[src/rtl/seq_detect_ctrl.sv]
// Run-controlled, reconfigurable serial sequence detector.
// Holds pattern/length/overlap/threshold config, frames the x stream during RUN,
// pulses y on each match and counts matches until the threshold or a stop.
module seq_detect_ctrl #(
    parameter int unsigned PAT_W = 8,
    parameter int unsigned CNT_W = 8
) (
    input  logic             clk,
    input  logic             reset,
    input  logic             cfg_we,
    input  logic [PAT_W-1:0] cfg_pattern,
    input  logic [3:0]       cfg_len,
    input  logic             cfg_overlap,
    input  logic [CNT_W-1:0] cfg_thresh,
    input  logic             start,
    input  logic             stop,
    input  logic             x,
    input  logic             x_valid,
    output logic             y,
    output logic [CNT_W-1:0] match_count,
    output logic             busy,
    output logic             done,
    output logic             cfg_err
);

    typedef enum logic [1:0] {StIdle, StRun, StDone} state_e;

    localparam logic [4:0]       LenMax     = 5'(PAT_W);
    localparam logic [PAT_W-1:0] PatDefault = PAT_W'(8'b0000_1101);

    state_e             state_q, state_d;
    logic [PAT_W-1:0]   pat_q, pat_d;
    logic [3:0]         len_q, len_d;
    logic               ovl_q, ovl_d;
    logic [CNT_W-1:0]   thr_q, thr_d;
    logic               cfg_err_q, cfg_err_d;
    logic [PAT_W-1:0]   sh_q, sh_d;
    logic [3:0]         fill_q, fill_d;
    logic [CNT_W-1:0]   cnt_q, cnt_d;
    logic               y_q, y_d;

    logic [PAT_W-1:0]   sh_new;
    logic [PAT_W-1:0]   len_mask;
    logic [4:0]         fill_inc;
    logic [4:0]         len_ext;
    logic [CNT_W-1:0]   cnt_inc;
    logic               cfg_legal;
    logic               match;

    assign sh_new    = {sh_q[PAT_W-2:0], x};
    assign fill_inc  = {1'b0, fill_q} + 5'd1;
    assign len_ext   = {1'b0, len_q};
    assign cnt_inc   = (cnt_q == '1) ? cnt_q : cnt_q + 1'b1;
    assign cfg_legal = (cfg_len != 4'd0) && ({1'b0, cfg_len} <= LenMax);

    // Mask selecting the low len_q bits of pattern and shift register.
    always_comb begin
        len_mask = '0;
        for (int unsigned i = 0; i < PAT_W; i++) begin
            len_mask[i] = (5'(i) < len_ext);
        end
    end

    assign match = (fill_inc >= len_ext) && (((sh_new ^ pat_q) & len_mask) == '0);

    // Next-state: config latch, run sequencing, shift/fill/count updates.
    always_comb begin
        state_d   = state_q;
        pat_d     = pat_q;
        len_d     = len_q;
        ovl_d     = ovl_q;
        thr_d     = thr_q;
        cfg_err_d = cfg_err_q;
        sh_d      = sh_q;
        fill_d    = fill_q;
        cnt_d     = cnt_q;
        y_d       = 1'b0;

        unique case (state_q)
            StIdle, StDone: begin
                // Config is latched first so start sees the updated error flag.
                if (cfg_we) begin
                    if (cfg_legal) begin
                        pat_d     = cfg_pattern;
                        len_d     = cfg_len;
                        ovl_d     = cfg_overlap;
                        thr_d     = cfg_thresh;
                        cfg_err_d = 1'b0;
                    end else begin
                        cfg_err_d = 1'b1;
                    end
                end
                if (start && !cfg_err_d) begin
                    state_d = StRun;
                    sh_d    = '0;
                    fill_d  = '0;
                    cnt_d   = '0;
                end
            end
            StRun: begin
                if (stop) begin
                    // The bit sampled alongside stop is dropped.
                    state_d = StIdle;
                end else if (x_valid) begin
                    sh_d   = sh_new;
                    fill_d = (fill_inc >= len_ext) ? len_q : fill_inc[3:0];
                    if (match) begin
                        y_d   = 1'b1;
                        cnt_d = cnt_inc;
                        if (!ovl_q) begin
                            fill_d = '0;
                        end
                        if ((thr_q != '0) && (cnt_inc == thr_q)) begin
                            state_d = StDone;
                        end
                    end
                end
            end
            default: state_d = StIdle;
        endcase
    end

    // State and output registers with synchronous active-low reset.
    always_ff @(posedge clk) begin
        if (!reset) begin
            state_q   <= StIdle;
            pat_q     <= PatDefault;
            len_q     <= 4'd4;
            ovl_q     <= 1'b1;
            thr_q     <= '0;
            cfg_err_q <= 1'b0;
            sh_q      <= '0;
            fill_q    <= '0;
            cnt_q     <= '0;
            y_q       <= 1'b0;
        end else begin
            state_q   <= state_d;
            pat_q     <= pat_d;
            len_q     <= len_d;
            ovl_q     <= ovl_d;
            thr_q     <= thr_d;
            cfg_err_q <= cfg_err_d;
            sh_q      <= sh_d;
            fill_q    <= fill_d;
            cnt_q     <= cnt_d;
            y_q       <= y_d;
        end
    end

    assign y           = y_q;
    assign match_count = cnt_q;
    assign busy        = (state_q == StRun);
    assign done        = (state_q == StDone);
    assign cfg_err     = cfg_err_q;

endmodule

[config.mk]
export PLATFORM = sky130hd
export DESIGN_NAME = seq_detect_ctrl
export DESIGN_NICKNAME = d
export VERILOG_FILES = /design/src/rtl/seq_detect_ctrl.sv
export SDC_FILE = /design/constraint.sdc
export NUM_CORES = 1
export LEC_CHECK = 0
export BUFFER_PORTS_ARGS = -buffer_cell sky130_fd_sc_hd__buf_2
export CORE_UTILIZATION = 30
export CTS_CLUSTER_SIZE = 12
export DETAILED_ROUTE_END_ITERATION = 7
export PLACE_DENSITY = 0.55
export SLEW_MARGIN = 10
export SYNTH_ARGS = -nofsm -noshare
export SYNTH_HDL_FRONTEND = slang
export SYNTH_SLANG_ARGS = --single-unit
[constraint.sdc]
create_clock -name clk -period 4.45 [get_ports clk]
set_input_delay 0.6675 -clock clk [delete_from_list [all_inputs] [get_ports clk]]
set_output_delay 0.6675 -clock clk [all_outputs]
set_load 0.01 [all_outputs]
==> results.cfg, run 1 <==
[finish]
final_common_cell = nand2_1
drive_gt1_frac = 0.183
synthToLayoutAreaGrowth_pct = 13.5
nets = 372
num_antenna_cells = 0
layout_common_cells = nand2_1, dfxtp_1, buf_2, a21oi_1, nand3_1
finish.utilization = 0.358
num-fill-cells = 822
area.sequential_sq_um = 881
multi_input_area_sq_um = 1510

[power_and_ir_drop]
peakVddDrop_uv = 129
p_total_w = 0.000814
p_per_area_nw_per_um2 = 288
p_leak_nw = 1.06

[setup_path]
start_kind = flop
r2r-end = state_q[1]
crit_arrival_ps = 2890
path_max_fanout = 8
cp-end-kind = flop
worstRegToRegCells = 9
max_stage_delay_ps = 470
critPathSlowestCell = nor4_1
crit_type = reg -> reg
crit_required_ps = 4700
r2r_setup_slack_ps = 1810
r2r_start = fill_q[0]
cp_cell_sequence = ha_1 -> xor2_1 -> ha_1 -> o21ai_0 -> o21ai_0 -> buf_4 -> nand3_2 -> nor4_1 -> a31o_2

[clocking]
clock_sinks = 44
cts_resized = 0
cts.htree.levels = 2
clock_latency_ps = 300
cts_root_buf = clkbuf_8
tritoncts = built
hold_buffers = 0
clockBufferDepth = 2
numCtsBuffers = 5
cts_setup_buffers = 0
clk_pin_slew_ps = 90

[drt]
ant_nets = 0
wl_per_cell_um = 14.5
vias = 2287
via_per_inst = 5.19
routed_wl_um = 6410
drt_iter0_markers = 96
drc = 0
drtPass1Iterations = 4

[logic_synthesis]
yosysWarningCount = 0
ys.flop_type = dfxtp_1
synthTopCellsByArea = dfxtp_1, nand2_1, a21oi_1
avgSynthCellArea_sq_um = 8.03
synth.net_count = 344
ys_seq_area_frac = 0.354
syn_inst = 310
syn_area_sq_um = 2490
ys_ff_latch = 44
ys_async_sr_fraction = 0
ys_types = 56
synth_edf_count = 0
synth_top_area_cell = dfxtp_1
synth_top_area_frac = 0.354

[min_path]
hold_start = sh_q[6]
hold_depth = 2
hp-class = reg -> reg
holdPathEnd = sh_q[6]

[sta]
finClkSkew_ps = 5.33
fmax_mhz = 379
min_period_ps = 2640
rsz0062_at_grt = false
final.setup.tns_ps = 0
hold_viol = 0
setup_viol = 0
post-route-period-util = 0.594
finalMaxSlewViolations = 0
worstMarginPinSlew_ps = 816
slew_headroom = 0.454

[place]
place_congestion = 0.829
dp.final_hpwl_um = 4640
port-buffer-count = 39

[global_route]
grt_pass1_vias = 2110
grt_start_max_net_pins = 27
globalRouteTotalUtil = 0.154
antenna_found_initial = 0
grt_overflow_total = 0
grt_pass1_wl_um = 10500

[floorplanning]
dieArea_sq_um = 8670
start_util = 0.316
die_y_um = 93.1
rows = 32
fp.dieW_um = 93.1
core-area_sq_um = 7890
io_pins = 40

[outcome]
status = finished, final reports clean

[job]
cap_violations = 0
==> worst max path at each step <==
stage                from              to  slack, ps
6_report        fill_q[0]      state_q[1]       1810
5_1_grt         fill_q[0]      state_q[1]       1530
4_1_cts         fill_q[0]      state_q[1]       1810
3_5_place_dp    fill_q[0]      state_q[1]       1860
3_3_place_gp   cfg_len[3]  match_count[7]       1860
2_1_floorplan   fill_q[0]  match_count[0]       2080
==> Yosys cell counts, drive strengths merged, types with 2 or more instances <==
library cell / count
nor2: 12
clkbuf: 10
ha: 6
a31o: 3
nor3: 2
o21bai: 2
a211oi: 3
o31ai: 2
dfxtp: 44
or4: 2
xor2: 2
a31oi: 5
and3: 5
nor4b: 3
nor2b: 7
inv: 4
nand4: 3
nor3b: 3
nand3: 28
nor4: 5
a21oi: 29
o21ai: 13
o211ai: 4
nand2b: 4
a21o: 2
xnor2: 16
nand2: 56
o22ai: 3
o221a: 4
a221oi: 2
o2111ai: 3
buf: 9
==> area by class of cell <==
| cell class | count | area share |
|---|---|---|
| Sequential cell | 44 | 0.312 |
| Timing Repair Buffer | 40 | 0.0717 |
| Clock buffer | 6 | 0.0257 |
| Multi-Input combinational cell | 242 | 0.533 |
| Clock inverter | 2 | 0.00576 |
| Tap cell | 102 | 0.0452 |
| Inverter | 5 | 0.00664 |
==> registers in the layout (all words and copies together) (netlist names) <==
signal	flops
thr_q	8
len_q	4
y	1
pat_q	8
sh_q	7
cfg_err	1
fill_q	4
ovl_q	1
state_q	2
match_count	8
==> through the flow <==
| step | std cells | area (sq um) | worst slack (ps) | hold slack (ps) |
|---|---|---|---|---|
| 2_1_floorplan | 310 | 2490 | 2080 | 441 |
| 3_3_place_gp | 433 | 2740 | 1860 | 455 |
| 3_5_place_dp | 433 | 2740 | 1860 | 456 |
| 4_1_cts | 441 | 2830 | 1810 | 469 |
| 5_1_grt | 441 | 2830 | 1530 | 498 |
| 6_report | 441 | 2830 | 1810 | 467 |
==> layer usage <==
layer	track usage	share of wire	vias to the layer above
met5	0	0	-
met4	0.0474	0.018	0
met3	0.0309	0.030	10
met2	0.238	0.44	39
met1	0.214	0.51	1054
li1	-	-	1184
==> power breakdown <==
| group | total, W | switching [W] | internal [W] |
|---|---|---|---|
| clock network | 0.000259 | 0.000147 | 0.000112 |
| logic | 0.000129 | 0.0000798 | 0.0000496 |
| registers | 0.000426 | 0.0000179 | 0.000408 |
==> logic make-up (layout without fill, tap and decap cells) <==
group                      count (synthesis)  after routing  share of synthesized area
DFF                                       44             44                      0.354
adders and majority gates                  6              6                     0.0301
and+or+nand+nor                          134            134                      0.270
xor gates and xnor gates                  18             18                     0.0633
muxes                                      1              1                    0.00402
AOI/OAI and AO/OA                         83             83                      0.237
buffers and inverters                     24             53                     0.0412
==> critical path: cells and delay by family (launching register included) <==
kind	cells	cell delay, ps
AO/OA/AOI/OAI	3	670
AND/OR/NAND/NOR	2	630
adder cells (fa/ha/maj)	2	540
flip-flops	1	360
buffers and inverters	1	250
XOR/XNOR	1	160
(Power assumes the default switching activity.)
==> inputs of run 2 (changes only) <==
--- a/config.mk
+++ b/config.mk
@@ -5,6 +5,7 @@
 export SDC_FILE = /design/constraint.sdc
 export NUM_CORES = 1
 export LEC_CHECK = 0
+export ABC_AREA = 1
 export BUFFER_PORTS_ARGS = -buffer_cell sky130_fd_sc_hd__buf_2
 export CORE_UTILIZATION = 30
 export CTS_CLUSTER_SIZE = 12
==> constraint.sdc (replaced) <==
create_clock -name clk -period 2.7 [get_ports clk]
set_input_delay 0.405 -clock clk [delete_from_list [all_inputs] [get_ports clk]]
set_output_delay 0.405 -clock clk [all_outputs]
set_load 0.01 [all_outputs]
==> run 2 against run 1 <==
  * Clock skew rose by 4.8 ps
  * Critical path depth rose by 4
  * First-iteration DRC count rose by 19%
  * Cell count rose by 16%
  * Synthesized cell count rose by 20%
  * Sequential share of layout area barely moved
  * Clock power rose by 54%
  * Register-to-register slack got worse by 1500 ps
  * Global-route usage rose by 0.49 points
  * Core utilization rose by 0.23 points
  * Sequential cell count did not move
  * Non-clock buffer count rose by 3
  * Highest routed layer unchanged
==> results.cfg, run 2 <==
[outcome]
status = finished, final reports clean

[clocking]
cts_setup_buffers = 0
clock_latency_ps = 300
clockBufferDepth = 2
numCtsBuffers = 5
cts_resized = 0
cts_root_buf = clkbuf_8
hold_buffers = 0
cts.htree.levels = 2
clk_pin_slew_ps = 80
clock_sinks = 44
tritoncts = built

[logic_synthesis]
avgSynthCellArea_sq_um = 6.61
synth_edf_count = 0
syn_area_sq_um = 2470
yosysMostFrequentCell = nand2_1
synth_top_area_cell = dfxtp_1
synth_compound_gate_area_share = 0.160
synth_top_family_by_area = simple AND/OR/NAND/NOR gates
synth_top_area_frac = 0.357
syn_inst = 373
synthMuxAreaShare = 0
synth_xor_area_frac = 0.0249
ys_ff_latch = 44
ys_types = 30
yosysWarningCount = 0
synthTopCellsByArea = dfxtp_1, nand2_1, inv_1
ys_async_sr_fraction = 0
synthAdderAreaFrac = 0.0304
ys.flop_type = dfxtp_1
ys_seq_area_frac = 0.357
synth.net_count = 407
ys_top_cells_by_count = nand2_1, dfxtp_1, inv_1
synthSimpleGateAreaFrac = 0.333

[global_route]
globalRouteTotalUtil = 0.159
grt_overflow_total = 0
antenna_found_initial = 0
grt_start_max_net_pins = 30
grt_pass1_vias = 2355
grt_pass1_wl_um = 10700

[finish]
num_antenna_cells = 0
synthToLayoutAreaGrowth_pct = 14.7
fin_area_sq_um = 2830
num-fill-cells = 879
drive_gt1_frac = 0.153
nets = 445
layout_common_cells = nand2_1, dfxtp_1, inv_1, nor2_1, buf_2
final_common_cell = nand2_1

[sta]
finClkSkew_ps = 10.1
post-route-period-util = 0.872
final.setup.tns_ps = 0
setup_viol = 0
rsz0062_at_grt = false
finalMaxSlewViolations = 0
worstMarginPinSlew_ps = 836
hold_viol = 0
slew_headroom = 0.442
fmax_mhz = 424
min_period_ps = 2360

[drt]
drc = 0
drtPass1Iterations = 4
routed_wl_um = 6250
drt_iter0_markers = 114
vias = 2396
wl_per_cell_um = 12.2
via_per_inst = 4.67
ant_nets = 0

[min_path]
hp-class = in -> reg
hold_depth = 2
hold_start = stop
holdPathEnd = y

[setup_path]
start_kind = flop
crit_required_ps = 2930
cp-end-kind = flop
r2r-end = match_count[4]
worstRegToRegCells = 13
crit_type = reg -> reg
crit_arrival_ps = 2590
r2r_start = fill_q[0]
path_max_fanout = 12
r2r_setup_slack_ps = 340

[place]
port-buffer-count = 39
dpl-instance-area_sq_um = 2750
place_congestion = 0.812
dp.final_hpwl_um = 4790

[power_and_ir_drop]
p_leak_nw = 1.31
p_per_area_nw_per_um2 = 528
peakVddDrop_uv = 183

[floorplanning]
io_pins = 40
die_y_um = 92.7
fp.dieW_um = 92.7
rows = 32
dieArea_sq_um = 8590
core-area_sq_um = 7850
start_util = 0.314

[job]
cap_violations = 0
run 2: cell types whose count changed after synthesis, moves of 6 or more:
cell | before | now
buf_2 | 9 | 3
inv_1 | 3 | 43
nand2_1 | 56 | 103
nor2_1 | 12 | 39
nor2b_1 | 6 | 0
o21ai_0 | 13 | 25
xnor2_1 | 16 | 2
run 2: how the worst max path moves through the flow:
stage              start             end  slack, ps  cells after the start
2_1_floorplan  fill_q[0]  match_count[3]        660                     13
3_3_place_gp   fill_q[0]  match_count[6]        450                     13
3_5_place_dp   fill_q[0]  match_count[4]        360                     13
4_1_cts        fill_q[0]  match_count[4]        340                     13
5_1_grt        fill_q[0]  match_count[6]         70                     13
6_report       fill_q[0]  match_count[4]        340                     13
run 2: cell type report:
cell class	count	area, sq um	share of cell area
multi-input combinational	273	1350	0.478
clock buffer	6	72.6	0.0257
sequential	44	881	0.311
timing repair buffer	43	225	0.0796
tap	102	128	0.0451
clock inverter	1	5.00	0.00177
inverter	44	165	0.0584
run 2: metal layers:
metal  track usage  share of wire  wire length, um
met2         0.278           0.47             2970
met5             0              0                0
met4        0.0474         0.0085               53
met1         0.195           0.49             3050
met3        0.0312          0.028              173
run 2: cells by family (layout without fill, tap and decap cells):
| logic type | count (synthesis) | in the layout |
|---|---|---|
| AND/OR/NAND/NOR | 189 | 189 |
| adder cells (fa/ha/maj) | 6 | 6 |
| AO/OA/AOI/OAI | 71 | 71 |
| XOR/XNOR | 7 | 7 |
| buffers and inverters | 56 | 94 |
| flip-flops | 44 | 44 |
run 2: stage by stage:
step                      total power, W  std cells  setup slack [ps]  hold WS, ps  utilization
after floorplan                  0.00101        373               661          430            -
after global placement           0.00111        506               450          457        0.351
after detailed placement         0.00111        506               361          469        0.351
after CTS                        0.00152        513               343          296        0.360
after global routing             0.00160        513              74.0          306        0.360
final                            0.00149        513               344          297        0.360
run 2: critical path: stages, from the launching register on:
cell and delay, ps:
dfxtp_1 350, ha_1 230, xor2_1 160, ha_1 320
nand2_1 60, inv_1 60, nand4_1 130, nand4_4 150
nand3_1 110, nand2_1 90, nand3_2 200, inv_1 190
nand3_1 90, a21oi_1 140
run 2: where the power goes:
part | total [W] | leakage, nW | internal (W) | switching, W
Combinational | 0.000351 | 0.905 | 0.000129 | 0.000222
Clock | 0.000398 | 0.0410 | 0.000176 | 0.000221
Sequential | 0.000746 | 0.361 | 0.000700 | 0.0000458
==> inputs of run 3 (changes only) <==
--- a/config.mk
+++ b/config.mk
@@ -7,10 +7,11 @@
 export LEC_CHECK = 0
 export ABC_AREA = 1
 export BUFFER_PORTS_ARGS = -buffer_cell sky130_fd_sc_hd__buf_2
+export CORE_MARGIN = 1.5
 export CORE_UTILIZATION = 30
 export CTS_CLUSTER_SIZE = 12
 export DETAILED_ROUTE_END_ITERATION = 7
-export PLACE_DENSITY = 0.55
+export PLACE_DENSITY = 0.56
 export SLEW_MARGIN = 10
 export SYNTH_ARGS = -nofsm -noshare
 export SYNTH_HDL_FRONTEND = slang
==> constraint.sdc (replaced) <==
create_clock -name clk -period 2.1 [get_ports clk]
set_input_delay 0.315 -clock clk [delete_from_list [all_inputs] [get_ports clk]]
set_output_delay 0.315 -clock clk [all_outputs]
set_load 0.01 [all_outputs]
==> run 3 against run 2 <==
  * Fmax grew 14%
  * First-iteration DRC count shrank 17%
  * Global-route usage is essentially flat
  * Clock power grew 63%
  * Cell area grew 11%
  * Die area grew 2.2%
  * Wire length grew 2.6%
  * Total power grew 43%
==> results.cfg, run 3 (synthesized netlist as in run 2, its figures left out) <==
[outcome]
status = finished, final reports clean

[global_route]
top_usage_layer = met2
grt_overflow_total = 0
grt_pass1_vias = 2398
grt_pass1_wl_um = 10900
globalRouteTotalUtil = 0.158
grt_start_max_net_pins = 28
antenna_found_initial = 0
gr-usage-met2 = 0.281
met3_usage = 0.0316
met1_usage = 0.194

[finish]
synthToLayoutAreaGrowth_pct = 27.0
drive_gt1_frac = 0.244
finish.utilization = 0.399
layout_common_cells = nand2_1, inv_1, dfxtp_1, buf_2, nor2_1
num_antenna_cells = 0
final_common_cell = nand2_1
stdcell_count = 529
nets = 460

[drt]
drc = 0
via_per_inst = 4.68
wl_per_cell_um = 12.1
drt_iter0_markers = 95
vias = 2474
routed_wl_um = 6410
ant_nets = 0
drtPass1Iterations = 5

[setup_path]
start_kind = flop
path_max_fanout = 7
cp-end-kind = flop
r2r_start = fill_q[0]
crit_required_ps = 2320
crit_type = reg -> reg
worstRegToRegCells = 12
critPathLaunch = fill_q[0]
r2r_setup_slack_ps = 40
r2r-end = match_count[0]
crit_arrival_ps = 2280

[clocking]
cts.htree.levels = 2
tritoncts = built
clock_latency_ps = 300
numCtsBuffers = 5
hold_buffers = 0
clk_pin_slew_ps = 90
clockBufferDepth = 2
cts_root_buf = clkbuf_8
clock_sinks = 44

[floorplanning]
rows = 32
start_util = 0.314
dieArea_sq_um = 8770
io_pins = 40
core-area_sq_um = 7850
die_y_um = 93.7
fp.dieW_um = 93.7

[sta]
slew_headroom = 0.743
rsz0062_at_grt = true
finalMaxSlewViolations = 0
fmax_mhz = 486
hold_viol = 0
final.setup.tns_ps = 0
worstMarginPinSlew_ps = 383
setup_viol = 0
min_period_ps = 2060
fin_hold_ws_ps = 229
finClkSkew_ps = 10.5
post-route-period-util = 0.981

[power_and_ir_drop]
p_per_area_nw_per_um2 = 682
p_leak_nw = 1.42
peakVddDrop_uv = 310
p_total_w = 0.00214

[job]
cap_violations = 0

[place]
port-buffer-count = 39
dp.final_hpwl_um = 4920
place_congestion = 0.854
place_inst = 519

[min_path]
holdPathEnd = ovl_q
hp-class = in -> reg
hold_start = cfg_overlap
hold_depth = 3
==> run 3: power by group <==
group | switching, W | leakage [nW] | total [W] | internal (W)
combinational | 0.000321 | 0.998 | 0.000539 | 0.000218
sequential | 0.0000515 | 0.363 | 0.000950 | 0.000899
clock | 0.000294 | 0.0552 | 0.000647 | 0.000353
==> run 3: metrics by stage <==
| step | setup slack, ps | instance area, sq um |
|---|---|---|
| after CTS | 7.03 | 3010 |
| after global routing | -135 | 3130 |
| after global placement | 25.3 | 2860 |
| after detailed placement | -77.0 | 2860 |
| after floorplan | 61.1 | 2470 |
| final | 40.9 | 3130 |
==> run 3: final cells by class <==
cell class / count / area, sq um
Inverter: 44 / 168
Timing Repair Buffer: 58 / 358
Clock inverter: 2 / 35.0
Clock buffer: 6 / 72.6
Multi-Input combinational cell: 273 / 1480
Sequential cell: 44 / 890
Fill cell: 868 / 4710
Tap cell: 102 / 128
==> run 3: worst max path at each step <==
stage               cells after the start  slack (ps)        endpoint
floorplan                              13          60  match_count[3]
global placement                       12          30  match_count[0]
detailed placement                     13         -80  match_count[5]
CTS                                    13           7  match_count[4]
global route                           13        -140  match_count[6]
finish                                 12          40  match_count[0]
==> run 3: critical path: stages, from the launching register on <==
cell     delay [ps]
dfxtp_4         370
ha_4            180
xor2_4          190
ha_4            280
nand2_1          50
nor2_1          100
nand2_1          90
nand4_4         110
nand3_2          80
nand2_2          90
nand3_4         130
buf_6           170
a21oi_1         170
==> run 3: layer usage <==
layer / up-vias / wire [um]
met5: - / 0
met4: 0 / 59
met3: 5 / 263
met2: 44 / 3080
met1: 1112 / 3010
li1: 1313 / -
==> run 3: timing repair <==
action | 4_1_cts | 5_1_grt
setup buffers | 0 | 2
resized for setup | 7 | 30
pin swaps | 0 | 12
endpoints found under the setup margin | 11 | 14
gates cloned | 0 | 0
